==> src/rtl/pc_gen.sv <==
// pc_gen: fetch program-counter generator.
// Arbitrates trap, branch redirect, prediction and sequential next-PC, and
// latches redirects/traps that arrive while fetch is stalled so they are
// applied on the first non-stalled edge instead of being lost.
module pc_gen #(
  parameter int              XLEN       = 32,
  parameter logic [XLEN-1:0] RESET_VEC  = '0,
  parameter int              INST_BYTES = 4,
  parameter int              CNT_W      = 32
) (
  input  logic             clk,
  input  logic             reset,
  input  logic             pc_write,
  input  logic             cache_stall,
  input  logic             trap_valid,
  input  logic [XLEN-1:0]  trap_pc,
  input  logic             redirect_valid,
  input  logic [XLEN-1:0]  redirect_pc,
  input  logic             pred_valid,
  input  logic [XLEN-1:0]  pred_pc,
  output logic [XLEN-1:0]  current_pc,
  output logic             pending_valid,
  output logic [CNT_W-1:0] advance_count
);

  // Targets are forced onto an instruction boundary; the sequential path
  // stays aligned on its own because it always adds INST_BYTES.
  localparam logic [XLEN-1:0]  ALIGN_MASK = ~(XLEN'(INST_BYTES - 1));
  localparam logic [XLEN-1:0]  PC_INC     = XLEN'(INST_BYTES);
  localparam logic [CNT_W-1:0] CNT_MAX    = {CNT_W{1'b1}};

  logic [XLEN-1:0]  r_pc;
  logic             r_pend_valid;
  logic             r_pend_is_trap;
  logic [XLEN-1:0]  r_pend_pc;
  logic [CNT_W-1:0] r_cnt;

  logic [XLEN-1:0]  w_pc_next;
  logic             w_pend_valid_next;
  logic             w_pend_is_trap_next;
  logic [XLEN-1:0]  w_pend_pc_next;
  logic [CNT_W-1:0] w_cnt_next;

  logic             w_stalled;
  logic [XLEN-1:0]  w_trap_tgt;
  logic [XLEN-1:0]  w_redirect_tgt;
  logic [XLEN-1:0]  w_pred_tgt;

  assign w_stalled      = !pc_write || cache_stall;
  assign w_trap_tgt     = trap_pc & ALIGN_MASK;
  assign w_redirect_tgt = redirect_pc & ALIGN_MASK;
  assign w_pred_tgt     = pred_pc & ALIGN_MASK;

  // Next-state selection: advance with priority arbitration, or hold and latch.
  always_comb begin
    w_pc_next           = r_pc;
    w_pend_valid_next   = r_pend_valid;
    w_pend_is_trap_next = r_pend_is_trap;
    w_pend_pc_next      = r_pend_pc;
    w_cnt_next          = r_cnt;

    if (!w_stalled) begin
      // A pending trap outranks a fresh redirect; a pending redirect is older
      // than a fresh one, so the fresh redirect wins and the pending is dropped.
      if (trap_valid) begin
        w_pc_next = w_trap_tgt;
      end else if (r_pend_valid && r_pend_is_trap) begin
        w_pc_next = r_pend_pc;
      end else if (redirect_valid) begin
        w_pc_next = w_redirect_tgt;
      end else if (r_pend_valid) begin
        w_pc_next = r_pend_pc;
      end else if (pred_valid) begin
        w_pc_next = w_pred_tgt;
      end else begin
        w_pc_next = r_pc + PC_INC;
      end
      w_pend_valid_next = 1'b0;
      if (r_cnt != CNT_MAX) begin
        w_cnt_next = r_cnt + CNT_W'(1);
      end
    end else begin
      // While stalled a trap always overwrites; a redirect may not displace
      // a latched trap. Predictions are meaningless for a held PC.
      if (trap_valid) begin
        w_pend_pc_next      = w_trap_tgt;
        w_pend_is_trap_next = 1'b1;
        w_pend_valid_next   = 1'b1;
      end else if (redirect_valid && !(r_pend_valid && r_pend_is_trap)) begin
        w_pend_pc_next      = w_redirect_tgt;
        w_pend_is_trap_next = 1'b0;
        w_pend_valid_next   = 1'b1;
      end
    end
  end

  // State registers with synchronous reset overriding every other input.
  always_ff @(posedge clk) begin
    if (reset) begin
      r_pc           <= RESET_VEC;
      r_pend_valid   <= 1'b0;
      r_pend_is_trap <= 1'b0;
      r_pend_pc      <= '0;
      r_cnt          <= '0;
    end else begin
      r_pc           <= w_pc_next;
      r_pend_valid   <= w_pend_valid_next;
      r_pend_is_trap <= w_pend_is_trap_next;
      r_pend_pc      <= w_pend_pc_next;
      r_cnt          <= w_cnt_next;
    end
  end

  assign current_pc    = r_pc;
  assign pending_valid = r_pend_valid;
  assign advance_count = r_cnt;

endmodule

==> config.mk <==
export PLATFORM = sky130hd
export DESIGN_NAME = pc_gen
export DESIGN_NICKNAME = d
export VERILOG_FILES = /design/src/rtl/pc_gen.sv
export SDC_FILE = /design/constraint.sdc
export NUM_CORES = 1
export LEC_CHECK = 0
export ABC_AREA = 1
export ABC_CLOCK_PERIOD_IN_PS = 1500
export BUFFER_PORTS_ARGS = -buffer_cell sky130_fd_sc_hd__buf_2
export CAP_MARGIN = 20
export CORE_MARGIN = 5
export CORE_UTILIZATION = 49
export DETAILED_ROUTE_END_ITERATION = 8
export GPL_ROUTABILITY_DRIVEN = 0
export PLACE_DENSITY = 0.76
export SLEW_MARGIN = 40
export SYNTH_ARGS = -nofsm -noshare
export SYNTH_HDL_FRONTEND = slang
export SYNTH_SLANG_ARGS = --single-unit
==> constraint.sdc <==
create_clock -name clk -period 1.5 [get_ports clk]
set_input_delay 0.075 -clock clk [delete_from_list [all_inputs] [get_ports clk]]
set_output_delay 0.075 -clock clk [all_outputs]
set_load 0.01 [all_outputs]
Yosys cells after proc, flatten, opt, wreduce, memory -nomap -nowiden. Index checks and enable logic that the tools add are counted.

$add $sub $neg: 2. Reduce and logical (&&, ||, !) cells: 9. Muxes and demuxes: 11. Equal/unequal tests: 1. Bitwise logic cells: 1.

Operators with widths (count): two-way mux 32 bit (7); adder 32 x 1 -> 32 bit (second input constant) (1); adder 32 x 3 -> 32 bit (second input constant) (1); != test 32 bit (second input constant) (1); two-way mux 1 bit (4); AND reduction 2 bit (2); logical AND 1 bit (2); zero test 1 bit (2); nonzero test 2 bit (1); OR reduction 2 bit (1); logical OR 1 bit (1); inverter 1 bit (1).

Output and inout port bits: 65. Flip-flop bits (word level): 98. Logic and storage cells: 29. Input bits: 103.

Depth between registers and ports, before layout. Gate-level depths: netlist of run 1.

Word-level depth: 6. Gate-level depth with buffers: 13. Mapped depth without buffers: 13.

Least setup slack after synthesis of run 1. No wires, ideal clock.

Kind: register to register. Start: register r_cnt[1], in the netlist advance_count[1]. End: register r_cnt[3], in the netlist advance_count[3]. Path buffers: 1. Library setup time: 0.126 ns. Data arrival time: 1.620 ns. Period minus slack after synthesis: 1.745 ns. Cell stages (with the launch flop): 12. Setup slack: -0.245 ns. Required time: 1.374 ns. Cell sequence: dfxtp_1 > ha_1 > nand2_1 > nor2_2 > nand2_2 > nor2_4 > nand2_2 > nand2_4 > buf_4 > nor2_1 > o21ai_0 > a21oi_1.

Cells in the longest elaborated chain, start to end: 2. Elaborated cells on any way between the ends: 3. Classes of those cells: 1 x add/sub; 1 x eq/ne; 1 x reduce/logical.

Ends and longest elaborated chain: start: declaration (RTL line 36) `logic [CNT_W-1:0] r_cnt;`; start signal: assignment (RTL line 110) `r_cnt <= w_cnt_next;`; branches (longest 2 deep; another with adder 32 x 1 -> 32 bit).

Several ways; the timed one is not identified. A chain may end at the register's enable or synchronous reset.

Final worst setup path of run 1.
Start: register r_cnt[21], in the netlist advance_count[21]. End: register r_cnt[6], in the netlist advance_count[6].

Cells in the longest elaborated chain, start to end: 2.

Ends and longest elaborated chain: != test 32 bit (RTL line 79) `if (r_cnt != CNT_MAX) begin`; AND reduction 2 bit (no line).

No other way between the ends.

==> results of run 1 <==
## routing by layer
| metal | wire length [um] | vias up | global-route usage |
|---|---|---|---|
| met2 | 13500 | 871 | 0.517 |
| met4 | 1960 | 0 | 0.123 |
| met1 | 11000 | 4224 | 0.425 |
| li1 | - | 4110 | - |
| met5 | 0 | - | 0 |
| met3 | 3820 | 217 | 0.0768 |
## cells in the final DEF (no fill, tap or decap), types with 6 or more instances in the layout
cell type,netlist,final
buf_4,5,147
buf_12,0,9
nand2_4,2,10
inv_2,7,6
dfxtp_2,0,22
o221a_2,16,16
nand4_1,6,6
o21ai_1,5,12
dlygate4sd3_1,0,44
buf_2,7,159
xnor2_1,7,6
dfxtp_1,94,55
nor3_1,17,8
clkbuf_16,0,12
inv_1,53,51
nor3_2,3,8
nand3_1,39,30
nor2_4,4,22
dfxtp_4,0,17
nand2_2,6,30
xor2_1,28,27
buf_6,1,8
nand2_1,305,272
nor2_2,9,25
o21ai_0,95,85
a31oi_1,34,34
a21oi_1,115,93
nor2_1,100,66
nand3_2,0,8
a21oi_2,0,22
## cell usage after synthesis (4+ instances only)
library cell / instances
o221a_2: 16
a21oi_1: 115
nand4_1: 6
a31oi_1: 34
clkbuf_1: 44
nand3_1: 39
dfxtp_1: 94
xnor2_1: 7
o221ai_1: 4
nand2_2: 6
nand3b_1: 5
inv_1: 53
inv_2: 7
nand2_1: 305
nor2_1: 100
xor2_1: 28
nor3_1: 17
buf_2: 7
nor2_4: 4
nor2_2: 9
o21ai_0: 95
buf_4: 5
o21ai_1: 5
## worst min path at each step
stage / startpoint / to / slack [ns] / cells past startpoint
2_1_floorplan: redirect_pc[11] / r_pend_pc[11] / 0.23 / 2
3_3_place_gp: redirect_pc[14] / r_pend_pc[14] / 0.35 / 3
3_5_place_dp: redirect_pc[12] / r_pend_pc[12] / 0.35 / 3
4_1_cts: trap_pc[9] / r_pend_pc[9] / 0.0004 / 3
5_1_grt: trap_pc[11] / r_pend_pc[11] / 0.02 / 3
6_report: trap_pc[11] / r_pend_pc[11] / 0.004 / 3
## where the power goes
| group | internal, uW | switching, uW | total, uW |
|---|---|---|---|
| Combinational | 731 | 954 | 1690 |
| Sequential | 2620 | 149 | 2770 |
| Clock | 1390 | 1070 | 2450 |
| Total | 4740 | 2170 | 6910 |
## area by class of cell
| class | count | share of cell area |
|---|---|---|
| Sequential cell | 94 | 0.196 |
| Clock inverter | 3 | 0.00422 |
| Multi-Input combinational cell | 819 | 0.457 |
| Timing Repair inverter | 2 | 0.00174 |
| Antenna cell | 1 | 0.000248 |
| Timing Repair Buffer | 372 | 0.269 |
| Tap cell | 172 | 0.0213 |
| Inverter | 60 | 0.0246 |
| Clock buffer | 13 | 0.0258 |
## worst max-delay path: cells and delay by family, from the launching register on
family,cells,cell delay (ns)
buffers and inverters,2,0.20
flip-flops,1,0.34
AO/OA/AOI/OAI,2,0.22
AND/OR/NAND/NOR,7,0.93
## cells by family after synthesis
| kind of cell | after synthesis | share of synthesized area |
|---|---|---|
| buffers and inverters | 120 | 0.0767 |
| flip-flops | 94 | 0.294 |
| AND/OR/NAND/NOR | 502 | 0.330 |
| AO/OA/AOI/OAI | 278 | 0.246 |
| other | 1 | 0.000587 |
| XOR/XNOR | 35 | 0.0480 |
| adder cells (fa/ha/maj) | 2 | 0.00391 |
## per-stage QoR
stage          TNS [ns]  total power [uW]  cell area [sq um]  utilization  worst slack (ns)
6_report          -9.07              6910              10100        0.793            -0.289
3_5_place_dp      -8.74              4140               8360        0.657            -0.261
5_1_grt          -15.26              7130              10100        0.793            -0.475
3_3_place_gp     -17.42              4110               8330        0.655            -0.346
2_1_floorplan  -0.00258              3550               6490            -          -0.00258
4_1_cts           -2.81              6670               9530        0.749            -0.103
## flip-flops by register name, summed over array words and instances (netlist names)
register        cells
r_pend_is_trap      1
current_pc         30
advance_count      32
pending_valid       1
r_pend_pc          30
## timing repair
| action | CTS | global route |
|---|---|---|
| gates cloned | 1 | 5 |
| pin swaps | 23 | 45 |
| hold buffers | 44 | 0 |
| setup buffers | 11 | 14 |
| hold endpoints to repair | 25 | 0 |
| setup endpoints to repair | 63 | 74 |
| gates resized for setup | 93 | 129 |
==> results by group, run 1 <==
Setup path
  – Slowest CP cell: dfxtp_1
  – CP endpoint: advance_count[6]
  – R2r setup slk: -0.29 ns
  – Worst Path Class, Setup: reg -> reg
  – Worst Path Arrival: 2.06 ns
  – Worst setup EP type: flip-flop
  – Reg2Reg Depth: 11
  – Most used cell along the critical path: nand2_1
  – Worst Path Required: 1.77 ns
  – Worst-path cell chain: nand2_1 > nor2_1 > nand2_1 > nor2_2 > nand2_4 > nand2_8 > inv_8 > buf_6 > nand2_2 > o21ai_1 > a21oi_1
  – Max stage delay on crit path: 0.34 ns
  – Peak fanout along the critical path: 8
  – Worst reg2reg path endpoint: advance_count[6]
  – CP startpoint: advance_count[21]
  – Reg-to-reg startpoint: advance_count[21]
  – CP Launch Type: flip-flop

Synthesis
  – Ys flop type: dfxtp_1
  – Area contributors post-synth: dfxtp_1 (29%), nand2_1 (18%), a21oi_1 (9.0%), o21ai_0 (7.4%), nor2_1 (5.9%)
  – Sequential share of the synthesized area: 0.294
  – Syn Inst Count: 1032
  – Post-synth top area share: 0.294
  – Area leader, netlist: dfxtp_1
  – Synth warnings: 0
  – Area of the mapped netlist: 0.00639 sq mm
  – Syn Area/Cell: 6.19 sq um
  – Synthesized flop and latch total: 94
  – Yosys cell types: 41
  – Post-synth ARST share: 0
  – Number of synthesized flops with an enable pin: 0

Drt
  – Routed WL per cell: 19.7 um
  – Detailed Routing Iterations Pass 1: 7
  – DRC viols: 0
  – DR vias/cell: 6.13
  – Total number of vias: 9422
  – DRT iter0 DRCs: 1634
  – Routed Wire Length: 30300 um
  – Routed Antenna Nets: 0

Timing
  – Final Hold Fails: 0
  – Worst setup margin: -0.289 ns
  – Fmax: 0.559 GHz
  – Period Utilization, post-route: 1.19
  – Fin Clk Skew: 0.0123 ns
  – Setup violations, final: 60
  – Unrepaired setup endpoints after global routing: yes
  – Final Hold Slack: 0.00355 ns
  – Pins Over Slew Limit: 0
  – Min cycle time layout: 1.79 ns

Layout
  – Nets: 1463
  – Area Overhead vs Synth: 57.8%
  – Multi-input logic area: 0.00461 sq mm
  – Register area: 0.00197 sq mm
  – Fill count: 837
  – Final non-filler cell total: 1536
  – Share of cells above drive strength 1: 0.404

Run status
  – Status: finished, violations left
  – Failing checks: setup timing

Placement
  – DP HPWL: 17300 um
  – Port Buffer Count: 159
  – Dpl cells: 1445

GRT
  – Largest net degree at the start of global routing: 48
  – Total gr overflow: 0
  – GR Util All Layers: 0.324
  – Number of global-route vias before repair: 8340
  – Initial antenna violation count: 1
  – First-pass GRT wire length: 41800 um

Clocking
  – CTS buffer count: 9
  – Sink Count: 94
  – Root buffer cell: clkbuf_16
  – Reg clk slew, reported paths: 0.07 ns
  – CTS tree: built
  – CTS max path bufs: 2
  – Deepest level of the CTS H-tree: 3
  – Worst-Skew Late Latency: 0.36 ns

Floorplanning
  – Core area: 0.0127 sq mm
  – Die width: 124 um
  – Initial Utilization: 0.502
  – Die ar.: 0.0154 sq mm
  – Die Ht: 124 um
  – Ports: 168
  – Placement row count: 41

Pwr
  – Pwr/cell area: 685 mW/mm^2
  – Leak: 0.00449 uW
  – Peak supply drop: 0.000645 V

Run
  – Max cap viols: 0

Worst hold path
  – Worst Hold Class: in -> reg
No activity file was read; power rests on OpenSTA's default activity.
==> run 2: changes to the inputs <==
--- a/config.mk
+++ b/config.mk
@@ -10,10 +10,10 @@
 export BUFFER_PORTS_ARGS = -buffer_cell sky130_fd_sc_hd__buf_2
 export CAP_MARGIN = 20
 export CORE_MARGIN = 5
-export CORE_UTILIZATION = 49
+export CORE_UTILIZATION = 31
 export DETAILED_ROUTE_END_ITERATION = 8
 export GPL_ROUTABILITY_DRIVEN = 0
-export PLACE_DENSITY = 0.76
+export PLACE_DENSITY = 0.52
 export SLEW_MARGIN = 40
 export SYNTH_ARGS = -nofsm -noshare
 export SYNTH_HDL_FRONTEND = slang
==> run 2 against run 1 <==
  * The flow still finishes with violations (setup timing)
  * Setup slack better by 0.10 ns
  * Clock skew up 0.0047 ns
  * Combinational power down 3%
  * Via count down 10%
  * Non-clock buffer count up 22
  * Die area up 53%
  * Clock power up 2%
  * Critical path depth unchanged
  * Cell count up 7.6%
  * Total power about the same
  * First-iteration DRC count down 65%
  * Critical path type unchanged
  * Highest routed layer unchanged
==> results by group, run 2 (same netlist as run 1, synthesis figures left out) <==
Run status
  – Status: finished, violations left
  – Failing checks: setup timing

Timing
  – Fin Clk Skew: 0.0171 ns
  – Worst setup margin: -0.186 ns
  – Fmax: 0.593 GHz
  – Min cycle time layout: 1.69 ns
  – Unrepaired setup endpoints after global routing: yes
  – Final Hold Slack: 0.0137 ns
  – Pins Over Slew Limit: 0
  – Period Utilization, post-route: 1.12
  – Setup violations, final: 51
  – Final Hold Fails: 0

Drt
  – Total number of vias: 8459
  – Routed Antenna Nets: 0
  – DRT iter0 DRCs: 569
  – Detailed Routing Iterations Pass 1: 5
  – DR vias/cell: 5.12
  – Routed Wire Length: 28400 um
  – DRC viols: 0
  – Routed WL per cell: 17.2 um

Clocking
  – CTS tree: built
  – CTS max path bufs: 2
  – CTS buffer count: 9
  – Sink Count: 94
  – Worst-Skew Late Latency: 0.37 ns
  – Root buffer cell: clkbuf_16
  – Deepest level of the CTS H-tree: 3
  – Reg clk slew, reported paths: 0.08 ns

Run
  – Max cap viols: 0

Layout
  – Share of cells above drive strength 1: 0.455
  – Fill count: 1999
  – Antenna Cells: 0
  – Commonest non-fill, non-tap cell in the layout: nand2_1
  – Register area: 0.00196 sq mm
  – Multi-input logic area: 0.00506 sq mm
  – Commonest cells after routing, fill and taps aside: nand2_1 (248), buf_2 (159), buf_4 (152)
  – Area Overhead vs Synth: 69.9%
  – Cell area after layout: 0.0109 sq mm
  – Max reg flops: 32
  – Nets: 1483
  – Final core occ: 0.535

Placement
  – Port Buffer Count: 159
  – DP HPWL: 19600 um
  – Post-DP Area: 0.00860 sq mm

Pwr
  – Leak: 0.00501 uW
  – Pwr/cell area: 637 mW/mm^2
  – Peak supply drop: 0.000516 V
  – Power, Total: 6910 uW

GRT
  – Total gr overflow: 0
  – GR Util All Layers: 0.225
  – Initial antenna violation count: 0
  – Largest net degree at the start of global routing: 69
  – Number of global-route vias before repair: 8078
  – First-pass GRT wire length: 43100 um

Floorplanning
  – Die width: 154 um
  – Core area: 0.0203 sq mm
  – Ports: 168
  – Die Ht: 154 um
  – Initial Utilization: 0.315
  – Placement row count: 52
  – Die ar.: 0.0236 sq mm

Setup path
  – CP Buf/Inv Count: 2
  – Worst setup EP type: flip-flop
  – R2r setup slk: -0.19 ns
  – Slowest CP cell: dfxtp_2
  – Worst Path Class, Setup: reg -> reg
  – Worst Path Required: 1.79 ns
  – Peak fanout along the critical path: 8
  – Worst Path Arrival: 1.97 ns
  – Cell family with most CP delay: simple AND/OR/NAND/NOR gates
  – CP Launch Type: flip-flop
  – Worst-path cell chain: nand2_1 > nor2_2 > nand4_1 > nor2_2 > nand2_4 > nand2_8 > inv_12 > buf_12 > nand2_4 > o21ai_1 > a21oi_1
  – Max stage delay on crit path: 0.34 ns

Worst hold path
  – Worst Hold Class: in -> reg
[run 2: cell types whose count changed in the layout (fill, tap and decap cells not counted), moves of 7 or more]
cell     previous run  this run
nand2_4            10        30
buf_6               8        20
xor2_1             27        19
nand2_1           272       248
xor2_2              1         8
nor2_1             66        57
dfxtp_2            22        31
[run 2: through the flow]
stage | TNS (ns) | instances | setup WS, ns
finish | -4.64 | 1653 | -0.186
global route | -9.74 | 1653 | -0.269
CTS | -3.55 | 1646 | -0.136
detailed placement | -5.86 | 1555 | -0.233
global placement | -4.93 | 1555 | -0.228
floorplan | -0.00258 | 1033 | -0.00258
[run 2: tightest hold or removal path, cell delays in order]
cell	delay [ns]
buf_2	0.12
nand2_1	0.06
a31oi_1	0.07
[run 2: final timing paths]
check                    startpoint                end  depth (start not counted)
setup / recovery  advance_count[27]   advance_count[6]                         11
hold / removal       redirect_pc[5]       r_pend_pc[5]                          3
setup reg to reg  advance_count[27]   advance_count[6]                         11
hold reg to reg   advance_count[29]  advance_count[29]                          2
[run 2: repair_timing]
action                                  in CTS  in global routing
hold buffers                                47                  0
endpoints found under the setup margin      57                 79
cloned                                       4                  0
pin swaps                                   52                 88
gates resized for setup                    136                199
endpoints found under the hold margin       25                  0
buffers inserted                            26                 12
[run 2: layout make-up]
| class | instances | area share |
|---|---|---|
| clock buffers | 12 | 0.0236 |
| clock inverters | 4 | 0.00495 |
| inverters | 60 | 0.0221 |
| multi-input cells | 819 | 0.466 |
| flip-flops and latches | 94 | 0.181 |
| well taps | 270 | 0.0311 |
| repair buffers | 394 | 0.271 |
[run 2: where the power goes]
group / internal [uW] / switching (uW)
Clock: 1390 / 1120
Combinational: 727 / 913
Sequential: 2630 / 130
[run 2: layer usage]
| metal | GRT usage | part of all wire |
|---|---|---|
| met5 | 0 | 0 |
| met4 | 0.0681 | 0.018 |
| met3 | 0.0284 | 0.057 |
| met2 | 0.359 | 0.47 |
| met1 | 0.317 | 0.46 |
